**src/rtl/keypad_scan_ctrl.sv**
```systemverilog
`default_nettype none
// ============================================================================
// Module : keypad_scan_ctrl
// 4x4 keypad scanner with press/release debounce, key handshake with overrun
// detection, and a 4-digit refresh scheduler for a seven-segment display.
// Rev    : 1.0
// ============================================================================
module keypad_scan_ctrl #(
  parameter int SCAN_DIV     = 1000,
  parameter int DEBOUNCE_CNT = 100000,
  parameter int REFRESH_DIV  = 100000
) (
  input  logic       clk,
  input  logic       rst,
  input  logic [3:0] row_in,
  output logic [3:0] col_out,
  output logic [3:0] key_code,
  output logic       key_valid,
  input  logic       key_ack,
  output logic       key_overrun,
  output logic [3:0] anode,
  output logic [3:0] digit_val
);

  localparam int SD_W = $clog2(SCAN_DIV);
  localparam int DB_W = $clog2(DEBOUNCE_CNT + 1);
  localparam int RF_W = $clog2(REFRESH_DIV + 1);

  localparam logic [SD_W-1:0] c_SCAN_LAST = SD_W'(SCAN_DIV - 1);
  localparam logic [DB_W-1:0] c_DB_LAST   = DB_W'(DEBOUNCE_CNT - 1);
  localparam logic [RF_W-1:0] c_REF_LAST  = RF_W'(REFRESH_DIV - 1);

  typedef enum logic [1:0] {
    SCAN     = 2'd0,
    DEBOUNCE = 2'd1,
    HELD     = 2'd2,
    RELEASE  = 2'd3
  } state_t;

  state_t            r_state;
  logic [3:0]        r_row_s1;
  logic [3:0]        r_row_s2;
  logic [1:0]        r_col;
  logic [3:0]        r_col_out;
  logic [1:0]        r_row;
  logic [SD_W-1:0]   r_div;
  logic [DB_W-1:0]   r_cnt;
  logic [3:0]        r_key_code;
  logic              r_key_valid;
  logic              r_key_overrun;
  logic [3:0][3:0]   r_dig;
  logic [RF_W-1:0]   r_ref;
  logic [1:0]        r_sel;
  logic [3:0]        r_anode;

  logic              w_any_low;
  logic [1:0]        w_low_idx;
  logic              w_row_low;
  logic [1:0]        w_col_nxt;
  logic [3:0]        w_col_out_nxt;
  logic              w_publish;
  logic [3:0]        w_code;
  logic [1:0]        w_sel_nxt;

  function automatic logic [3:0] f_key_map(input logic [1:0] row, input logic [1:0] col);
    logic [3:0] v;
    case ({row, col})
      4'h0: v = 4'h1;
      4'h1: v = 4'h2;
      4'h2: v = 4'h3;
      4'h3: v = 4'hA;
      4'h4: v = 4'h4;
      4'h5: v = 4'h5;
      4'h6: v = 4'h6;
      4'h7: v = 4'hB;
      4'h8: v = 4'h7;
      4'h9: v = 4'h8;
      4'hA: v = 4'h9;
      4'hB: v = 4'hC;
      4'hC: v = 4'h0;
      4'hD: v = 4'hF;
      4'hE: v = 4'hE;
      4'hF: v = 4'hD;
      default: v = 4'h0;
    endcase
    return v;
  endfunction

  // Rows float high when released; reset the synchronizer to the idle level.
  always_ff @(posedge clk or posedge rst) begin
    if (rst) begin
      r_row_s1 <= 4'hF;
      r_row_s2 <= 4'hF;
    end else begin
      r_row_s1 <= row_in;
      r_row_s2 <= r_row_s1;
    end
  end

  always_comb begin
    w_low_idx = 2'd3;
    if (!r_row_s2[0])      w_low_idx = 2'd0;
    else if (!r_row_s2[1]) w_low_idx = 2'd1;
    else if (!r_row_s2[2]) w_low_idx = 2'd2;
  end

  assign w_any_low     = ~&r_row_s2;
  assign w_row_low     = ~r_row_s2[r_row];
  assign w_col_nxt     = r_col + 2'd1;
  assign w_col_out_nxt = ~(4'b0001 << w_col_nxt);
  assign w_code        = f_key_map(r_row, r_col);
  assign w_publish     = (r_state == DEBOUNCE) && w_row_low && (r_cnt == c_DB_LAST);

  always_ff @(posedge clk or posedge rst) begin
    if (rst) begin
      r_state   <= SCAN;
      r_col     <= 2'd0;
      r_col_out <= 4'b1110;
      r_row     <= 2'd0;
      r_div     <= '0;
      r_cnt     <= '0;
    end else begin
      case (r_state)
        SCAN: begin
          if (r_div == c_SCAN_LAST) begin
            r_div <= '0;
            if (w_any_low) begin
              r_row   <= w_low_idx;
              r_cnt   <= '0;
              r_state <= DEBOUNCE;
            end else begin
              r_col     <= w_col_nxt;
              r_col_out <= w_col_out_nxt;
            end
          end else begin
            r_div <= r_div + SD_W'(1);
          end
        end
        DEBOUNCE: begin
          if (!w_row_low) begin
            r_col     <= w_col_nxt;
            r_col_out <= w_col_out_nxt;
            r_div     <= '0;
            r_state   <= SCAN;
          end else if (r_cnt == c_DB_LAST) begin
            r_state <= HELD;
          end else begin
            r_cnt <= r_cnt + DB_W'(1);
          end
        end
        HELD: begin
          if (!w_row_low) begin
            r_cnt   <= '0;
            r_state <= RELEASE;
          end
        end
        RELEASE: begin
          if (w_row_low) begin
            r_state <= HELD;
          end else if (r_cnt == c_DB_LAST) begin
            r_col     <= w_col_nxt;
            r_col_out <= w_col_out_nxt;
            r_div     <= '0;
            r_state   <= SCAN;
          end else begin
            r_cnt <= r_cnt + DB_W'(1);
          end
        end
        default: r_state <= SCAN;
      endcase
    end
  end

  // An ack landing with a publish frees the slot, so the new key is taken.
  always_ff @(posedge clk or posedge rst) begin
    if (rst) begin
      r_key_code    <= 4'h0;
      r_key_valid   <= 1'b0;
      r_key_overrun <= 1'b0;
      r_dig         <= '0;
    end else if (w_publish) begin
      if (!r_key_valid || key_ack) begin
        r_key_code  <= w_code;
        r_key_valid <= 1'b1;
        r_dig       <= {r_dig[2:0], w_code};
      end else begin
        r_key_overrun <= 1'b1;
      end
    end else if (key_ack && r_key_valid) begin
      r_key_valid <= 1'b0;
    end
  end

  assign w_sel_nxt = r_sel + 2'd1;

  always_ff @(posedge clk or posedge rst) begin
    if (rst) begin
      r_ref   <= '0;
      r_sel   <= 2'd0;
      r_anode <= 4'b1110;
    end else if (r_ref == c_REF_LAST) begin
      r_ref   <= '0;
      r_sel   <= w_sel_nxt;
      r_anode <= ~(4'b0001 << w_sel_nxt);
    end else begin
      r_ref <= r_ref + RF_W'(1);
    end
  end

  assign col_out     = r_col_out;
  assign key_code    = r_key_code;
  assign key_valid   = r_key_valid;
  assign key_overrun = r_key_overrun;
  assign anode       = r_anode;
  assign digit_val   = r_dig[r_sel];

endmodule
`default_nettype wire

```
**config.mk**
```make
export PLATFORM = sky130hd
export DESIGN_NAME = keypad_scan_ctrl
export DESIGN_NICKNAME = d
export VERILOG_FILES = /design/src/rtl/keypad_scan_ctrl.sv
export SDC_FILE = /design/constraint.sdc
export NUM_CORES = 1
export LEC_CHECK = 0
export BUFFER_PORTS_ARGS = -buffer_cell sky130_fd_sc_hd__buf_2
export CAP_MARGIN = 15
export CORE_MARGIN = 1
export CORE_UTILIZATION = 50
export CTS_BUF_LIST = sky130_fd_sc_hd__clkbuf_2
export DETAILED_ROUTE_END_ITERATION = 10
export PLACE_DENSITY = 0.76
export SLEW_MARGIN = 20
export SYNTH_ARGS = -nofsm -noshare
export SYNTH_HDL_FRONTEND = slang
export SYNTH_SLANG_ARGS = --single-unit
export TNS_END_PERCENT = 100
```
**constraint.sdc**
```tcl
create_clock -name clk -period 8.7 [get_ports clk]
set_input_delay 1.74 -clock clk [delete_from_list [all_inputs] [get_ports clk]]
set_output_delay 1.74 -clock clk [all_outputs]
set_load 0.05 [all_outputs]
```
==> flow_summary_export.csv, run 1 <==
group,metric,value,unit
outcome,outcome,"completed",
layout,fin_cells,520,
timing,hold_viol,0,
drt,vias,2999,
drt,drtAntennaViolNets,0,
grt,overflow,0,
timing,fin_crit_sh,42.0,%
cts,cts_hold_buf,0,
die,rows,33,
layout,final_cell_mix,"72 x dfrtp_1, 32 x nor2_1, 29 x nand2_1, 24 x buf_2, 18 x nand3_1",
layout,n_antenna_cell,0,
synth,yosys_register_bits,86,
synth,ys_seq_area_share,50.3,%
die,die-area,9010,um^2
setup_path,slowest_delay,0.61,ns
drt,viasPerCell,5.77,
power,powerDensity,129,nW/um^2
power,peakVddDrop,0.0751,mV
synth,synth_cell_types,58,
cts,cts_made_buffers,9,
timing,rsz0062_at_grt,"no",
setup_path,cp_data_required_time,6.96,ns
setup_path,path_class,"flip-flop to output port",
setup_path,cp.arrival,1.91,ns
grt,first_global_vias,2852,
setup_path,crit_path_cell_trace,"mux4_2 > buf_2",
synth,yosysWarnings,0,
cts,htree_levels,3,
placement,dpl.cell_count,504,
synth,synth-edff-count,0,
layout,drive_gt1_share,21.4,%
layout,syn_to_final_growth,5.83,%
run,cap_violations,0,
drt,drtPass1Iterations,4,
synth,synthFlopType,"dfrtp_1",
placement,place_congestion,0.828,
setup_path,critPathCaptureType,"output port",
drt,initialDrtViolationCount,136,
cts,post-cts-setup-buffer-count,0,
die,core-area,8300,um^2
cts,cts_buffer_depth,2,
grt,grt_max_degree,87,
cts,cts_tree,"built",
timing,tightest_slew,0.898,ns
die,start_util,52.0,%
layout,final_util,55.0,%
die,die_y,94.9,um
timing,period_needed,3.65,ns
min_path,hold_path.class,"flip-flop to flip-flop",
power,fin_total_pwr,0.000588,W
placement,portBuffers,24,
synth,syn_area_per_cell,11.1,um^2
timing,setup_violations,0,
cts,ctsResizeCount,0,
setup_path,startpoint_type,"flip-flop",
timing,setup_tns,0,ns
grt,grt.total_usage,19.4,%
drt,wl,7850,um
cts,clk_latency,0.53,ns
timing,skew,0.0196,ns
die,ioPinCount,25,
power,p_leak,2.10,nW
placement,dp_hpwl,5350,um
synth,async_flop_share,100,%
synth,netlist_area,4320,um^2
grt,antenna_found_initial,0,
layout,nets,430,
layout,final_common_cell,"dfrtp_1",
cts,clkSlewWorstSetupHoldPaths,0.21,ns
setup_path,cp_max_fo,7,
drt,wire_per_inst,15.1,um
setup_path,critical-path-slowest-cell,"dfrtp_1",
cts,clock_sinks,86,
grt,grt_pass1_wl,13500,um
layout,nFillCells,724,
timing,slew_viol_final,0,
synth,syn_nets,410,
die,fp.dieW,94.9,um
timing,fmax,274,MHz
synth,postSynthCellCount,390,
timing,maxSlewHeadroom,40.1,%
cts,cts_root_buf,"clkbuf_2",
drt,drc_errors,0,
==> cell type report <==
type / instances / area [um^2] / share of cell area, %
tap: 105 / 131 / 2.88
multi-input combinational: 271 / 1980 / 43.4
inverter: 17 / 65.1 / 1.42
clock buffer: 10 / 50.0 / 1.10
timing repair buffer: 25 / 131 / 2.88
clock inverter: 6 / 38.8 / 0.849
sequential: 86 / 2170 / 47.5
==> registers in the layout, summed over array words and instances (netlist names), named ones only <==
name         cells
r_sel            2
col_out          4
r_ref           17
r_div           10
r_row            2
r_dig           16
r_state          1
r_row_s1         4
key_overrun      1
key_valid        1
r_col            2
r_row_s2         4
anode            4
r_cnt           17
==> cell families after synthesis <==
logic type	Yosys count	synth area share [%]
fa+ha+maj	13	3.77
xor+xnor	20	4.06
compound gates	67	10.2
simple gates	140	17.6
buf+inv	33	3.83
mux	31	10.3
flops	86	50.3
==> through the flow <==
step | area (um^2) | hold WS, ns | setup WS (ns)
6_report | 4570 | 0.372 | 5.05
5_1_grt | 4570 | 0.382 | 4.91
4_1_cts | 4560 | 0.375 | 4.97
3_5_place_dp | 4470 | 0.348 | 5.32
3_3_place_gp | 4470 | 0.347 | 5.34
2_1_floorplan | 4320 | 0.345 | 4.76
==> routing by layer <==
metal	vias up	GRT usage [%]	part of all wire (%)
met1	1491	26.6	47
met4	0	7.45	1.3
li1	1441	-	-
met5	-	0	0
met3	9	4.03	3.7
met2	58	30.2	48
==> power by group <==
part	total [W]	internal [W]	leakage [nW]	switching, W
sequential	0.000405	0.000404	1.12	0.00000106
combinational	0.0000115	0.00000241	0.925	0.00000905
clock	0.000171	0.0000379	0.0593	0.000133
==> final timing paths <==
path / start / endpoint / slack (ns) / cells past startpoint
min in group asynchronous: rst / r_cnt[14]$_DFFE_PP0P_ / 1.36 / 3
worst max-delay path: r_sel[0]$_DFFE_PP0N_ / digit_val[3] / 5.05 / 2
worst min register to register: r_row_s1[1]$_DFF_PP1_ / r_row_s2[1]$_DFF_PP1_ / 0.37 / 0
worst max register to register: r_state[0]$_DFFE_PP0P_ / r_dig[13]$_DFFE_PP0P_ / 5.36 / 5
max in group asynchronous: rst / r_div[3]$_DFFE_PP0P_ / 6.84 / 3
worst min-delay path: r_row_s1[1]$_DFF_PP1_ / r_row_s2[1]$_DFF_PP1_ / 0.37 / 0
==> cells in the mapped netlist (8+ instances only) <==
cell type / instances / area, um^2
nand2_1: 29 / 109
a31oi_1: 16 / 100
ha_1: 13 / 163
mux2_2: 11 / 124
inv_1: 16 / 60.1
nor3_1: 8 / 40.0
o21ai_0: 13 / 65.1
nor2_1: 32 / 120
mux2_4: 9 / 135
dfrtp_1: 72 / 1800
dfstp_2: 14 / 368
xnor2_1: 13 / 114
nand3_1: 18 / 90.1
a21oi_1: 11 / 55.1
==> worst max-delay path: cells and delay by family (launching register included) <==
family,cells,cell delay (ns)
flip-flops,1,0.61
buffers and inverters,1,0.23
multiplexers,1,0.55
Power figures use the tool's default switching activity.
==> run 2: changes to the inputs <==
==> constraint.sdc (replaced) <==
create_clock -name clk -period 3.5 [get_ports clk]
set_input_delay 0.7 -clock clk [delete_from_list [all_inputs] [get_ports clk]]
set_output_delay 0.7 -clock clk [all_outputs]
set_load 0.05 [all_outputs]
==> run 2 against run 1 <==
Global-route usage down 0.29 points. Count of clock-buffer cells in the layout up 1. Power rose to 2.7 times the previous value. Critical path type is now flip-flop to flip-flop. Largest cell class unchanged.
==> flow_summary_export.csv, run 2 (synthesis results as in run 1) <==
group,metric,value,unit
drt,drtPass1Iterations,5,
power,seqPwrFrac,62.3,%
setup_path,path_class,"flip-flop to flip-flop",
cts,htree_levels,3,
timing,skew,0.0320,ns
cts,clock_sinks,86,
power,fin_total_pwr,0.00162,W
drt,wire_per_inst,14.8,um
drt,initialDrtViolationCount,145,
setup_path,cp_max_fo,16,
grt,grt_pass1_wl,13300,um
drt,drc_errors,0,
cts,clk_latency,0.53,ns
placement,place_congestion,0.836,
timing,maxSlewHeadroom,39.4,%
layout,n_antenna_cell,0,
layout,final_cell_mix,"72 x dfrtp_1, 32 x nor2_1, 29 x nand2_1, 24 x buf_2, 18 x nand3_1",
layout,final_common_cell,"dfrtp_1",
run,cap_violations,0,
power,clockPowerShare,35.8,%
timing,slew_viol_final,0,
cts,cts_root_buf,"clkbuf_2",
layout,multiInputGateArea,1980,um^2
timing,rsz0062_at_grt,"no",
power,powerDensity,349,nW/um^2
timing,fmax,342,MHz
cts,cts_tree,"built",
placement,dp_slack,0.640,ns
power,p_leak,2.13,nW
power,power.internal,0.00126,W
min_path,hold_path.class,"input port to async pin",
grt,grt.total_usage,19.1,%
timing,hold_viol,0,
setup_path,critPathCaptureType,"flip-flop",
timing,setup_tns,0,ns
die,core-area,8300,um^2
cts,cts_made_buffers,9,
drt,vias,2960,
grt,grt_max_degree,87,
cts,post-cts-setup-buffer-count,0,
placement,dpl_cell_area,4490,um^2
timing,finalWorstSetupSlack,0.576,ns
drt,viasPerCell,5.68,
power,power_frac_comb,1.8,%
layout,stdcell_area,4630,um^2
cts,clkSlewWorstSetupHoldPaths,0.24,ns
layout,largestRegisters,"r_cnt x17, r_ref x17, r_dig x16",
cts,cts_hold_buf,0,
layout,nFillCells,678,
drt,drtAntennaViolNets,0,
setup_path,cp.arrival,3.35,ns
die,die_y,94.9,um
timing,fin_crit_sh,83.5,%
layout,nets,431,
timing,tightest_slew,0.909,ns
cts,ctsResizeCount,0,
drt,wl,7690,um
die,ioPinCount,25,
setup_path,cp_data_required_time,3.93,ns
placement,dp_hpwl,5290,um
timing,setup_violations,0,
placement,portBuffers,24,
outcome,outcome,"completed",
power,switching_share,22.2,%
grt,first_global_vias,2854,
die,die-area,9010,um^2
layout,seqCellArea,2170,um^2
layout,syn_to_final_growth,7.39,%
timing,period_needed,2.92,ns
layout,drive_gt1_share,21.9,%
grt,antenna_found_initial,0,
setup_path,startpoint_type,"flip-flop",
power,peakVddDrop,0.330,mV
die,start_util,52.0,%
cts,cts_buffer_depth,2,
power,p_sw,0.000359,W
die,fp.dieW,94.9,um
die,rows,33,
grt,overflow,0,
[run 2: cell count changes in the layout (fill, tap and decap cells not counted), sizes merged]
cell / change
bufinv: +2
clkbuf: +1
clkinv: -3
buf: +1
[run 2: routing by layer]
layer / wire [um] / part of all wire [%] / vias to the layer above / GRT usage, %
li1: - / - / 1437 / -
met1: 3620 / 47 / 1455 / 26.1
met2: 3700 / 48 / 60 / 30.1
met3: 308 / 4.0 / 8 / 5.15
met4: 60 / 0.78 / 0 / 5.05
met5: 0 / 0 / - / 0
[run 2: critical path, cell delays in order (launching register included)]
cell      delay [ns]
dfrtp_1         0.48
or4b_1          0.54
or4b_4          0.59
nor4_4          0.20
nand2b_1        0.53
mux2_4          0.49
[run 2: layout make-up]
| class | instances | area share [%] |
|---|---|---|
| inverter | 17 | 1.40 |
| tap | 105 | 2.83 |
| multi-input combinational | 271 | 42.7 |
| clock buffer | 11 | 1.19 |
| clock inverter | 5 | 1.84 |
| sequential | 86 | 46.8 |
| timing repair buffer | 26 | 3.19 |
[run 2: final timing paths]
kind	endpoint	slack [ns]	from	cells past startpoint
worst max-delay path	r_dig[15]$_DFFE_PP0P_	0.58	r_cnt[11]$_DFFE_PP0P_	5
worst min-delay path	r_cnt[1]$_DFFE_PP0P_	0.21	rst	3
worst max register to register	r_dig[15]$_DFFE_PP0P_	0.58	r_cnt[11]$_DFFE_PP0P_	5
worst min register to register	r_row_s2[3]$_DFF_PP1_	0.37	r_row_s1[3]$_DFF_PP1_	0
max in group asynchronous	col_out[1]$_DFFE_PP1P_	2.91	rst	3
min in group clk	r_row_s1[1]$_DFF_PP1_	0.25	row_in[1]	1
[run 2: power by group through the flow]
stage	clock (W)	sequential (W)	combinational, W
CTS	0.000602	0.00101	0.0000319
global placement	0	0.00102	0.0000314
finish	0.000579	0.00101	0.0000299
detailed placement	0	0.00102	0.0000318
floorplan	0	0.00102	0.0000189
global route	0.000645	0.00101	0.0000359
[run 2: through the flow]
stage	util, %	hold WS, ns	instances
after detailed placement	54.2	0.348	505
after global placement	54.2	0.346	505
final	55.8	0.205	521
after CTS	55.8	0.181	521
after global routing	55.8	0.149	521
after floorplan	-	0.345	390
